File: config.mk
export PLATFORM = sky130hd
export DESIGN_NAME = mod_frame_ctrl
export DESIGN_NICKNAME = d
export VERILOG_FILES = /design/src/rtl/mod_frame_ctrl.sv
export SDC_FILE = /design/constraint.sdc
export NUM_CORES = 1
export LEC_CHECK = 0
export CORE_ASPECT_RATIO = 1.2
export CORE_UTILIZATION = 60
export DETAILED_ROUTE_END_ITERATION = 12
export HOLD_SLACK_MARGIN = 0.03
export PLACE_DENSITY = 0.93
export SYNTH_ARGS = -nofsm -noshare
export SYNTH_HDL_FRONTEND = slang
export SYNTH_SLANG_ARGS = --single-unit
File: constraint.sdc
create_clock -name clk -period 4.25 [get_ports clk]
set_input_delay 0.85 -clock clk [delete_from_list [all_inputs] [get_ports clk]]
set_output_delay 0.85 -clock clk [all_outputs]
set_load 0.01 [all_outputs]
File: src/rtl/mod_frame_ctrl.sv
// Frame controller: preamble / payload / gap symbol framing with a two-nibble payload buffer.
// Optional payload scrambler (x^7+x^6+1) is built only when MOD_FRAME_SCRAMBLE_EN is defined.
module mod_frame_ctrl #(
    parameter int PREAMBLE_LEN = 8,
    parameter int PAYLOAD_LEN  = 64,
    parameter int GAP_LEN      = 4
) (
    input  logic       clk,
    input  logic       rst,
    input  logic       start,
    input  logic       bit_in,
    input  logic       bit_valid,
    output logic       bit_ready,
    output logic [3:0] sym_out,
    output logic       sym_valid,
    output logic       sym_first,
    output logic       busy,
    output logic       frame_done,
    output logic       underrun
);

    localparam int MAX_PL  = (PREAMBLE_LEN > PAYLOAD_LEN) ? PREAMBLE_LEN : PAYLOAD_LEN;
    localparam int MAX_LEN = (MAX_PL > GAP_LEN) ? MAX_PL : GAP_LEN;
    localparam int CW      = (MAX_LEN > 1) ? $clog2(MAX_LEN) : 1;
    localparam logic [CW-1:0] P_LAST = CW'(PREAMBLE_LEN - 1);
    localparam logic [CW-1:0] L_LAST = CW'(PAYLOAD_LEN - 1);
    localparam logic [CW-1:0] G_LAST = CW'((GAP_LEN > 0) ? GAP_LEN - 1 : 0);

    typedef enum logic [1:0] {IDLE, PREAMBLE, PAYLOAD, GAP} state_t;

    state_t        state, state_nx;
    logic [1:0]    phase;
    logic [CW-1:0] cnt;
    logic          tick, pay_tick, enter_idle, accept_start;

    logic [3:0] asm_q, stg_q, sym_q, sym_nx;
    logic [2:0] acnt;
    logic       stg_full;
    logic       accept, consume, nib_done, slot_free, move;
    logic [3:0] asm_shift, nib_val, pay_raw, pay_sym;

    assign tick         = (state != IDLE) && (phase == 2'd3);
    assign pay_tick     = tick && (state == PAYLOAD);
    assign enter_idle   = (state != IDLE) && (state_nx == IDLE);
    assign accept_start = (state == IDLE) && start;

    // State register: phase and per-state symbol count restart on every state change.
    always_ff @(posedge clk) begin
        if (rst) begin
            state <= IDLE;
            phase <= 2'd0;
            cnt   <= '0;
        end else begin
            state <= state_nx;
            phase <= (state == IDLE) ? 2'd0 : phase + 2'd1;
            if (state_nx != state)
                cnt <= '0;
            else if (tick)
                cnt <= cnt + CW'(1);
        end
    end

    always_comb begin
        state_nx = state;
        case (state)
            IDLE:     if (start) state_nx = PREAMBLE;
            PREAMBLE: if (tick && cnt == P_LAST) state_nx = PAYLOAD;
            PAYLOAD:  if (tick && cnt == L_LAST) state_nx = (GAP_LEN == 0) ? IDLE : GAP;
            GAP:      if (tick && cnt == G_LAST) state_nx = IDLE;
            default:  state_nx = IDLE;
        endcase
    end

    always_comb begin
        busy      = (state != IDLE);
        sym_valid = tick && (state != GAP);
        sym_first = tick && (state == PREAMBLE) && (cnt == '0);
        bit_ready = ((state == PREAMBLE) || (state == PAYLOAD)) && ((acnt < 3'd4) || !stg_full);
        case (state)
            PREAMBLE: sym_nx = cnt[0] ? 4'b1100 : 4'b0011;
            PAYLOAD:  sym_nx = pay_sym;
            default:  sym_nx = sym_q;
        endcase
        sym_out = sym_valid ? sym_nx : sym_q;
    end

    // A nibble may complete and take the staging slot in the same cycle a tick frees it.
    assign accept    = bit_valid && bit_ready;
    assign asm_shift = {asm_q[2:0], bit_in};
    assign consume   = pay_tick && stg_full;
    assign nib_done  = (acnt == 3'd4) || ((acnt == 3'd3) && accept);
    assign nib_val   = accept ? asm_shift : asm_q;
    assign slot_free = !stg_full || consume;
    assign move      = nib_done && slot_free;
    assign pay_raw   = stg_full ? stg_q : 4'b0000;

`ifdef MOD_FRAME_SCRAMBLE_EN
    logic [6:0] lfsr, lfsr_nx;
    logic [3:0] mask;

    always_comb begin
        lfsr_nx = lfsr;
        mask    = 4'b0000;
        for (int i = 0; i < 4; i++) begin
            mask[3-i] = lfsr_nx[6] ^ lfsr_nx[5];
            lfsr_nx   = {lfsr_nx[5:0], lfsr_nx[6] ^ lfsr_nx[5]};
        end
    end

    always_ff @(posedge clk) begin
        if (rst || accept_start)
            lfsr <= 7'h7F;
        else if (pay_tick)
            lfsr <= lfsr_nx;
    end

    assign pay_sym = pay_raw ^ mask;
`else
    assign pay_sym = pay_raw;
`endif

    always_ff @(posedge clk) begin
        if (rst) begin
            asm_q      <= 4'b0000;
            acnt       <= 3'd0;
            stg_q      <= 4'b0000;
            stg_full   <= 1'b0;
            sym_q      <= 4'b0000;
            underrun   <= 1'b0;
            frame_done <= 1'b0;
        end else begin
            frame_done <= enter_idle;
            if (sym_valid)
                sym_q <= sym_nx;
            if (accept_start)
                underrun <= 1'b0;
            else if (pay_tick && !stg_full)
                underrun <= 1'b1;
            if (accept_start || enter_idle) begin
                asm_q    <= 4'b0000;
                acnt     <= 3'd0;
                stg_q    <= 4'b0000;
                stg_full <= 1'b0;
            end else if (move) begin
                stg_q    <= nib_val;
                stg_full <= 1'b1;
                asm_q    <= 4'b0000;
                acnt     <= 3'd0;
            end else begin
                if (accept) begin
                    asm_q <= asm_shift;
                    acnt  <= acnt + 3'd1;
                end
                if (consume)
                    stg_full <= 1'b0;
            end
        end
    end

endmodule

==> impl_metrics.py, run 1 <==
metrics = {
    "sta": {
        "rsz0062_at_grt": "no",
        "tightest_slew_ns": 1.001,
        "relSlewSlack": 0.3328,
        "final.setup.worst_slack_ns": 0.2141,
        "finalHoldViolCount": 0,
        "drv_slew": 0,
        "timing.fmax_mhz": 247.8,
        "setup_viol": 0,
        "finalCritPeriodShare": 0.9496,
        "finalCriticalPeriod_ns": 4.036,
        "tns_ns": 0,
        "skew_ns": 0.002070,
    },
    "setup_path": {
        "arrival_ns": 3.19,
        "reg2regPathDepth": 7,
        "r2r_setup_slack_ns": 1.38,
        "crit_end": "sym_out[1]",
        "cpMaxStageDelayCell": "nor3b_1",
        "cp_slowest_stage_delay_ns": 0.71,
        "crit-reg2reg-launch": "state[0]$_SDFF_PP0_",
        "critPathLaunchType": "flop",
        "cp.depth": 7,
        "r2r-end": "stg_q[0]$_SDFFE_PP0P_",
        "cp_num_buf_inv": 2,
        "cp-end-kind": "output port",
        "crit_required_ns": 3.40,
        "path_class": "flop to output port",
        "critPathLaunch": "state[0]$_SDFF_PP0_",
        "crit_path_max_fanout": 10,
        "path_cells": "inv_1 > ha_1 > nand2b_1 > nor3b_1 > nor2_1 > a21oi_1 > clkdlybuf4s50_1",
        "cpLargestDelayFamily": "simple AND/OR/NAND/NOR gates",
    },
    "yosys": {
        "synth_nets": 188,
        "syn_inst": 172,
        "ys_warn_count": 0,
        "yosysSeqAreaShare": 0.3733,
        "synth_area_per_cell_um2": 8.729,
        "netlist_area_mm2": 0.001501,
        "yosysUniqueCellTypes": 43,
        "synth-seq-cells": 28,
    },
    "detailed_routing": {
        "drtIter0Drc": 51,
        "drc_errors": 0,
        "routedWlPerCell_um": 15.51,
        "first_pass_iters": 4,
        "via_per_inst": 6.205,
        "dr_total_vias": 1303,
        "ant_nets": 0,
        "routed_wl_mm": 3.258,
    },
    "global_route": {
        "grt_pass1_wl_mm": 5.292,
        "track_usage": 0.2596,
        "grt_pass1_vias": 1310,
        "grt_max_degree": 16,
        "grt_antenna_before_repair": 0,
        "gr-total-overflow": 0,
    },
    "power_and_ir_drop": {
        "p_sw_w": 0.0001210,
        "clkPwrFrac": 0.239,
        "power_density_mw_per_mm2": 274.3,
        "p_comb_frac": 0.164,
        "p_sw_frac": 0.2675,
        "ir_drop_v": 0.0002575,
        "seq_power_share": 0.597,
        "p_int_w": 0.0003313,
        "leakagePower_nw": 0.6147,
        "power_w": 0.0004523,
    },
    "die": {
        "core-area_mm2": 0.002330,
        "rows": 19,
        "dieArea_mm2": 0.002707,
        "chipWidth_um": 47.67,
        "start_util": 0.6445,
        "ios": 15,
        "die_h_um": 56.80,
    },
    "clock_network": {
        "h-tree-depth": 1,
        "clk_latency_ns": 0.33,
        "cts_made_buffers": 3,
        "cts_root_buf": "clkbuf_4",
        "clk_pin_slew_ns": 0.14,
        "clock-sinks": 28,
        "cts_tree": "done",
        "cts_buffer_depth": 2,
        "hold_buffers": 0,
        "cts.repair.resized": 0,
        "cts_setup_buffers": 0,
    },
    "placement": {
        "dp_slack_ns": 0.7029,
        "dpl_cell_area_mm2": 0.001627,
        "gp_congestion": 0.8708,
        "hpwl_mm": 2.423,
        "place_inst": 207,
        "port_buffers": 14,
    },
    "flow_run": {
        "cap_violations": 0,
    },
    "min_path": {
        "holdCritPathClass": "flop to flop",
        "whs_path_depth": 1,
        "min_from": "phase[0]$_SDFF_PP0_",
    },
    "finish": {
        "fin_cells": 210,
        "insertedDiodeCount": 0,
        "area_growth_syn_to_layout_pct": 9.833,
        "drive_gt1_frac": 0.03911,
        "design_area_mm2": 0.001649,
        "fin_nets": 197,
    },
    "outcome": {
        "status": "complete, no violations",
    },
}
[worst register-to-register path: cells and delay by family, from the launching register on]
kind            cells  cell delay (ns)
buf+inv             1             0.14
fa+ha+maj           1             0.33
flops               1             0.49
compound gates      4             1.71
simple gates        1             0.07
[stage by stage]
step	util	hold WS, ns
finish	0.7078	0.4576
global route	0.7078	0.4855
CTS	0.7078	0.4531
detailed placement	0.6982	0.4345
global placement	0.6982	0.4134
floorplan	-	0.4043
[layer usage]
metal	share of wire	track usage	vias to the layer above
met4	0.010	0.05556	0
li1	-	-	638
met2	0.54	0.4697	38
met1	0.42	0.3105	622
met5	0	0	-
met3	0.038	0.03215	5
[cell type report]
cell class | count | area, µm²
Timing Repair Buffer | 14 | 140.1
Fill cell | 208 | 680.7
Multi-Input combinational cell | 123 | 845.8
Tap cell | 31 | 38.79
Inverter | 11 | 41.29
Sequential cell | 28 | 560.5
Clock buffer | 3 | 22.52
[power groups by stage]
stage          Sequential (W)  Clock (W)  Combinational [W]
6_report             0.000270   0.000108          0.0000740
5_1_grt              0.000271   0.000119          0.0000810
4_1_cts              0.000270   0.000106          0.0000733
3_5_place_dp         0.000276          0          0.0000730
3_3_place_gp         0.000275          0          0.0000704
2_1_floorplan        0.000275          0          0.0000536
[logic make-up (layout without fill, tap and decap cells)]
family / Yosys count / in the layout / share of synthesized area
XOR/XNOR: 3 / 3 / 0.01750
buffers and inverters: 21 / 28 / 0.06333
flip-flops: 28 / 28 / 0.3733
AND/OR/NAND/NOR: 68 / 68 / 0.2525
AO/OA/AOI/OAI: 36 / 36 / 0.1683
adder cells (fa/ha/maj): 11 / 11 / 0.09167
multiplexers: 5 / 5 / 0.03333
[worst min-delay path by stage]
stage | slack (ns) | end
6_report | 0.46 | phase[0]$_SDFF_PP0_
3_5_place_dp | 0.43 | phase[0]$_SDFF_PP0_
3_3_place_gp | 0.41 | phase[0]$_SDFF_PP0_
2_1_floorplan | 0.40 | phase[0]$_SDFF_PP0_
4_1_cts | 0.45 | phase[0]$_SDFF_PP0_
5_1_grt | 0.49 | phase[0]$_SDFF_PP0_
[Yosys cell counts]
| cell type | instances | area share |
|---|---|---|
| a2111oi_0 | 4 | 0.023 |
| a211oi_1 | 2 | 0.010 |
| a21boi_0 | 2 | 0.010 |
| a21o_1 | 1 | 0.0050 |
| a21oi_1 | 10 | 0.033 |
| a221o_1 | 1 | 0.0067 |
| a311oi_1 | 1 | 0.0058 |
| a31oi_1 | 3 | 0.013 |
| a32oi_1 | 3 | 0.018 |
| a32oi_2 | 1 | 0.011 |
| and2_1 | 1 | 0.0042 |
| and3_1 | 1 | 0.0042 |
| and4b_1 | 1 | 0.0067 |
| buf_1 | 1 | 0.0025 |
| buf_2 | 1 | 0.0033 |
| buf_6 | 2 | 0.015 |
| clkbuf_1 | 6 | 0.015 |
| dfxtp_1 | 28 | 0.37 |
| ha_1 | 11 | 0.092 |
| inv_1 | 11 | 0.028 |
| mux2i_1 | 5 | 0.033 |
| nand2_1 | 12 | 0.030 |
| nand2b_1 | 1 | 0.0042 |
| nand3b_1 | 1 | 0.0050 |
| nand4_1 | 2 | 0.0083 |
| nand4b_1 | 3 | 0.018 |
| nor2_1 | 22 | 0.055 |
| nor2b_1 | 6 | 0.025 |
| nor3_1 | 4 | 0.013 |
| nor3b_1 | 1 | 0.0050 |
| nor4_1 | 7 | 0.029 |
| nor4b_1 | 1 | 0.0058 |
| nor4b_4 | 1 | 0.016 |
| o2111ai_1 | 1 | 0.0058 |
| o211ai_1 | 1 | 0.0050 |
| o21ai_0 | 4 | 0.013 |
| o22ai_1 | 1 | 0.0042 |
| o31ai_1 | 1 | 0.0050 |
| or3_1 | 2 | 0.0083 |
| or3_4 | 1 | 0.0075 |
| or4_4 | 1 | 0.0075 |
| xnor2_1 | 1 | 0.0058 |
| xor2_1 | 2 | 0.012 |
[layout by cell type, fill, tap and decap left out, types with 2 or more instances in the layout]
cell type,netlist,layout
clkdlybuf4s50_1,0,14
a32oi_1,3,3
nand2_1,12,12
inv_1,11,11
xor2_1,2,2
ha_1,11,11
nand4b_1,3,3
a211oi_1,2,2
dfxtp_1,28,28
mux2i_1,5,5
nor2_1,22,22
a31oi_1,3,3
o21ai_0,4,4
a21boi_0,2,2
a21oi_1,10,10
a2111oi_0,4,4
clkbuf_4,0,3
nor3_1,4,4
or3_1,2,2
nor4_1,7,7
nand4_1,2,2
nor2b_1,6,6
[flip-flops by register name, indices dropped and copies added, names as in the netlist]
register    count
acnt            3
asm_q           4
cnt             6
frame_done      1
phase           2
state           2
stg_full        1
stg_q           4
sym_q           4
underrun        1
No activity file was read; power rests on OpenSTA's default activity.
==> run 2, diff against run 1 <==
--- a/config.mk
+++ b/config.mk
@@ -5,11 +5,14 @@
 export SDC_FILE = /design/constraint.sdc
 export NUM_CORES = 1
 export LEC_CHECK = 0
+export CELL_PAD_IN_SITES_DETAIL_PLACEMENT = 0
+export CELL_PAD_IN_SITES_GLOBAL_PLACEMENT = 1
 export CORE_ASPECT_RATIO = 1.2
-export CORE_UTILIZATION = 60
+export CORE_UTILIZATION = 45
 export DETAILED_ROUTE_END_ITERATION = 12
 export HOLD_SLACK_MARGIN = 0.03
-export PLACE_DENSITY = 0.93
+export PLACE_DENSITY = 0.92
+export SLEW_MARGIN = 20
 export SYNTH_ARGS = -nofsm -noshare
 export SYNTH_HDL_FRONTEND = slang
 export SYNTH_SLANG_ARGS = --single-unit
==> impl_metrics.py, run 2 (same netlist as run 1, synthesis figures left out) <==
metrics = {
    "outcome": {
        "status": "complete, no violations",
    },
    "setup_path": {
        "crit-reg2reg-launch": "state[0]$_SDFF_PP0_",
        "critPathLaunch": "state[0]$_SDFF_PP0_",
        "reg2regPathDepth": 7,
        "cp-end-kind": "output port",
        "path_class": "flop to output port",
        "crit_path_max_fanout": 10,
        "critPathLaunchType": "flop",
        "crit_required_ns": 3.40,
        "arrival_ns": 3.08,
    },
    "die": {
        "chipWidth_um": 54.73,
        "ios": 15,
        "dieArea_mm2": 0.003573,
        "die_h_um": 65.28,
        "rows": 22,
        "start_util": 0.4827,
        "core-area_mm2": 0.003110,
    },
    "sta": {
        "tightest_slew_ns": 0.7703,
        "rsz0062_at_grt": "no",
        "setup_viol": 0,
        "drv_slew": 0,
        "skew_ns": 0.002462,
        "finalHoldViolCount": 0,
        "finalCriticalPeriod_ns": 3.933,
        "tns_ns": 0,
        "relSlewSlack": 0.4853,
        "timing.fmax_mhz": 254.3,
        "finalCritPeriodShare": 0.9253,
    },
    "power_and_ir_drop": {
        "p_sw_frac": 0.2465,
        "seq_power_share": 0.517,
        "p_int_w": 0.0003934,
        "leakagePower_nw": 0.6282,
        "p_comb_frac": 0.142,
        "ir_drop_v": 0.0002225,
        "p_sw_w": 0.0001287,
        "power_density_mw_per_mm2": 309.1,
        "clkPwrFrac": 0.341,
    },
    "clock_network": {
        "cts_setup_buffers": 0,
        "hold_buffers": 0,
        "cts_buffer_depth": 2,
        "clk_latency_ns": 0.33,
        "clk_pin_slew_ns": 0.15,
        "cts_tree": "done",
        "cts_made_buffers": 3,
        "cts.repair.resized": 0,
        "h-tree-depth": 1,
        "clock-sinks": 28,
        "cts_root_buf": "clkbuf_4",
    },
    "placement": {
        "hpwl_mm": 2.330,
        "port_buffers": 14,
        "place_inst": 212,
        "gp_congestion": 0.8482,
        "dpl_cell_area_mm2": 0.001633,
    },
    "detailed_routing": {
        "first_pass_iters": 5,
        "drc_errors": 0,
        "dr_total_vias": 1270,
        "wl_met2_mm": 1.578,
        "routedWlPerCell_um": 14.53,
        "dr.max_layer_used": "met4",
        "wl_met3_um": 88,
        "ant_nets": 0,
        "met1_length_mm": 1.440,
        "routed_wl_mm": 3.139,
        "drtIter0Drc": 21,
        "via_per_inst": 5.880,
    },
    "min_path": {
        "holdCritPathClass": "flop to flop",
        "whs_path_depth": 1,
        "min_from": "phase[0]$_SDFF_PP0_",
    },
    "finish": {
        "final_cell_mix": "dfxtp_1 (28), nor2_1 (22), clkdlybuf4s50_1 (14)",
        "insertedDiodeCount": 0,
        "drive_gt1_frac": 0.05000,
        "design_area_mm2": 0.001689,
        "largest_reg_flops": 6,
        "top_register": "cnt",
        "area_growth_syn_to_layout_pct": 12.50,
        "final_common_cell": "dfxtp_1",
        "fin_nets": 197,
        "fin_cells": 216,
    },
    "global_route": {
        "grt_pass1_wl_mm": 5.382,
        "grt_max_degree": 17,
        "grt_antenna_before_repair": 0,
        "gr-total-overflow": 0,
        "track_usage": 0.2031,
        "grt_pass1_vias": 1196,
    },
    "flow_run": {
        "cap_violations": 0,
    },
}
[run 2: cell types whose count changed in the layout (fill, tap and decap cells not counted)]
cell,before,now
a21oi_2,0,1
a21oi_1,10,9
bufinv_16,0,1
[run 2: power groups by stage]
| stage | clock, W | sequential [W] | combinational [W] |
|---|---|---|---|
| global placement | 0 | 0.000275 | 0.0000722 |
| detailed placement | 0 | 0.000275 | 0.0000736 |
| floorplan | 0 | 0.000275 | 0.0000536 |
| finish | 0.000178 | 0.000270 | 0.0000742 |
| global route | 0.000194 | 0.000271 | 0.0000815 |
| CTS | 0.000182 | 0.000270 | 0.0000738 |
[run 2: worst paths after layout]
check                          endpoint  slack (ns)
setup reg to reg  stg_q[3]$_SDFFE_PP0P_        1.51
hold reg to reg     phase[0]$_SDFF_PP0_        0.45
hold / removal      phase[0]$_SDFF_PP0_        0.45
setup / recovery             sym_out[1]        0.32
[run 2: final cells by class]
| type | count | area, µm² |
|---|---|---|
| Timing Repair Buffer | 14 | 140.1 |
| Multi-Input combinational cell | 123 | 849.6 |
| Fill cell | 280 | 1421 |
| Clock inverter | 1 | 30.03 |
| Inverter | 11 | 41.29 |
| Clock buffer | 3 | 22.52 |
| Tap cell | 36 | 45.04 |
| Sequential cell | 28 | 560.5 |
[run 2: per-stage QoR]
| step | util | setup WS, ns | power, W | hold slack, ns |
|---|---|---|---|---|
| floorplan | - | 1.453 | 0.0003288 | 0.4043 |
| global placement | 0.5249 | 0.8615 | 0.0003473 | 0.4138 |
| detailed placement | 0.5249 | 0.7258 | 0.0003491 | 0.4258 |
| CTS | 0.5418 | 0.3339 | 0.0005253 | 0.4465 |
| global route | 0.5430 | 0.03614 | 0.0005457 | 0.4737 |
| finish | 0.5430 | 0.3174 | 0.0005222 | 0.4494 |
[run 2: critical path, stage by stage (launching register included)]
cell and delay, ns:
dfxtp_1 0.48, inv_1 0.14, ha_1 0.34, nand2b_1 0.29
nor3b_1 0.67, nor2_1 0.08, a21oi_1 0.18, clkdlybuf4s50_1 0.56
[run 2: per-layer routing]
layer | up-vias | GRT usage
met5 | - | 0
met4 | 0 | 0.07692
met3 | 4 | 0.02083
met2 | 27 | 0.3494
met1 | 599 | 0.2486
li1 | 640 | -
==> run 3, diff against run 2 <==
--- a/config.mk
+++ b/config.mk
@@ -12,7 +12,7 @@
 export DETAILED_ROUTE_END_ITERATION = 12
 export HOLD_SLACK_MARGIN = 0.03
 export PLACE_DENSITY = 0.92
-export SLEW_MARGIN = 20
+export SLEW_MARGIN = 10
 export SYNTH_ARGS = -nofsm -noshare
 export SYNTH_HDL_FRONTEND = slang
 export SYNTH_SLANG_ARGS = --single-unit
==> impl_metrics.py, run 3 (same netlist as run 1, synthesis figures left out) <==
metrics = {
    "detailed_routing": {
        "via_per_inst": 5.815,
        "first_pass_iters": 4,
        "ant_nets": 0,
        "dr_total_vias": 1256,
        "drc_errors": 0,
        "drtIter0Drc": 19,
        "routed_wl_mm": 3.068,
        "wl_met2_mm": 1.559,
        "met1_length_mm": 1.408,
        "routedWlPerCell_um": 14.20,
        "wl_met3_um": 72,
        "dr.max_layer_used": "met4",
    },
    "setup_path": {
        "path_class": "flop to output port",
        "cp-end-kind": "output port",
        "path_cells": "inv_1 > ha_1 > nand2b_1 > nor3b_1 > nor2_1 > a21oi_1 > clkdlybuf4s50_1",
        "cpMaxStageDelayCell": "nor3b_1",
        "cp_slowest_stage_delay_ns": 0.67,
        "critPathLaunchType": "flop",
        "crit_required_ns": 3.40,
        "arrival_ns": 3.09,
        "crit_path_max_fanout": 10,
    },
    "sta": {
        "rsz0062_at_grt": "no",
        "skew_ns": 0.001761,
        "tightest_slew_ns": 1.021,
        "finalHoldViolCount": 0,
        "setup_viol": 0,
        "tns_ns": 0,
        "timing.fmax_mhz": 253.9,
        "finalCritPeriodShare": 0.9269,
        "relSlewSlack": 0.3196,
        "drv_slew": 0,
        "finalCriticalPeriod_ns": 3.939,
    },
    "global_route": {
        "grt_pass1_vias": 1196,
        "grt_pass1_wl_mm": 5.382,
        "track_usage": 0.2031,
        "grt_antenna_before_repair": 0,
        "gr-total-overflow": 0,
        "grt_max_degree": 17,
    },
    "finish": {
        "fill_cells": 279,
        "final_common_cell": "dfxtp_1",
        "insertedDiodeCount": 0,
        "top_register": "cnt",
        "drive_gt1_frac": 0.04444,
        "utilization": 0.5418,
        "area_growth_syn_to_layout_pct": 12.25,
        "fin_nets": 197,
        "largest_reg_flops": 6,
        "fin_cells": 216,
        "final_cell_mix": "dfxtp_1 (28), nor2_1 (22), clkdlybuf4s50_1 (14)",
    },
    "die": {
        "dieArea_mm2": 0.003573,
        "rows": 22,
        "start_util": 0.4827,
        "ios": 15,
        "core-area_mm2": 0.003110,
        "chipWidth_um": 54.73,
        "die_h_um": 65.28,
    },
    "clock_network": {
        "cts_tree": "done",
        "clk_pin_slew_ns": 0.16,
        "clk_latency_ns": 0.33,
        "cts_root_buf": "clkbuf_4",
        "cts_setup_buffers": 0,
        "h-tree-depth": 1,
        "cts.repair.resized": 0,
        "hold_buffers": 0,
        "cts_buffer_depth": 2,
        "clock-sinks": 28,
        "cts_made_buffers": 3,
    },
    "placement": {
        "hpwl_mm": 2.330,
        "gp_congestion": 0.8482,
        "port_buffers": 14,
        "place_inst": 212,
    },
    "power_and_ir_drop": {
        "power_density_mw_per_mm2": 309.6,
        "leakagePower_nw": 0.6288,
        "ir_drop_v": 0.0002241,
        "power_w": 0.0005218,
    },
    "min_path": {
        "holdCritPathClass": "flop to flop",
    },
    "flow_run": {
        "cap_violations": 0,
    },
    "outcome": {
        "status": "complete, no violations",
    },
}
run 3: power by group:
group          switching (W)   total, W  internal (W)
Combinational      0.0000425  0.0000741     0.0000316
Sequential        0.00000346   0.000270      0.000266
Clock              0.0000824   0.000178     0.0000954
Total               0.000128   0.000522      0.000393
run 3: final timing paths:
check                                    startpoint  slack (ns)               endpoint  depth (start not counted)
worst max-delay path            state[1]$_SDFF_PP0_        0.31             sym_out[3]                          7
worst min-delay path            phase[0]$_SDFF_PP0_        0.44    phase[0]$_SDFF_PP0_                          1
worst max register to register  state[1]$_SDFF_PP0_        1.36  stg_q[3]$_SDFFE_PP0P_                          7
worst min register to register  phase[0]$_SDFF_PP0_        0.44    phase[0]$_SDFF_PP0_                          1
run 3: final cells by class:
class                      count  area, µm²  share of cell area
clock buffer                   3      22.52             0.01336
clock inverter                 1      30.03             0.01782
inverter                      11      41.29             0.02450
multi-input combinational    123      845.8              0.5019
sequential                    28      560.5              0.3326
tap                           36      45.04             0.02673
timing repair buffer          14      140.1             0.08315
run 3: critical path: cells and delay by family (launching register included):
family | cells | cell delay (ns)
AND/OR/NAND/NOR | 3 | 1.04
flip-flops | 1 | 0.48
buffers and inverters | 2 | 0.71
adder cells (fa/ha/maj) | 1 | 0.33
AO/OA/AOI/OAI | 1 | 0.19
run 3: routing by layer:
metal	GRT usage	vias to the layer above
li1	-	642
met1	0.2486	587
met2	0.3494	23
met3	0.02083	4
met4	0.07692	0
met5	0	-
run 3: per-stage QoR:
stage / worst slack (ns) / hold WS [ns] / cell area (µm²)
floorplan: 1.453 / 0.4043 / 1501
global placement: 0.8615 / 0.4138 / 1633
detailed placement: 0.7258 / 0.4258 / 1633
CTS: 0.3339 / 0.4465 / 1685
global route: 0.03614 / 0.4737 / 1685
finish: 0.3108 / 0.4423 / 1685
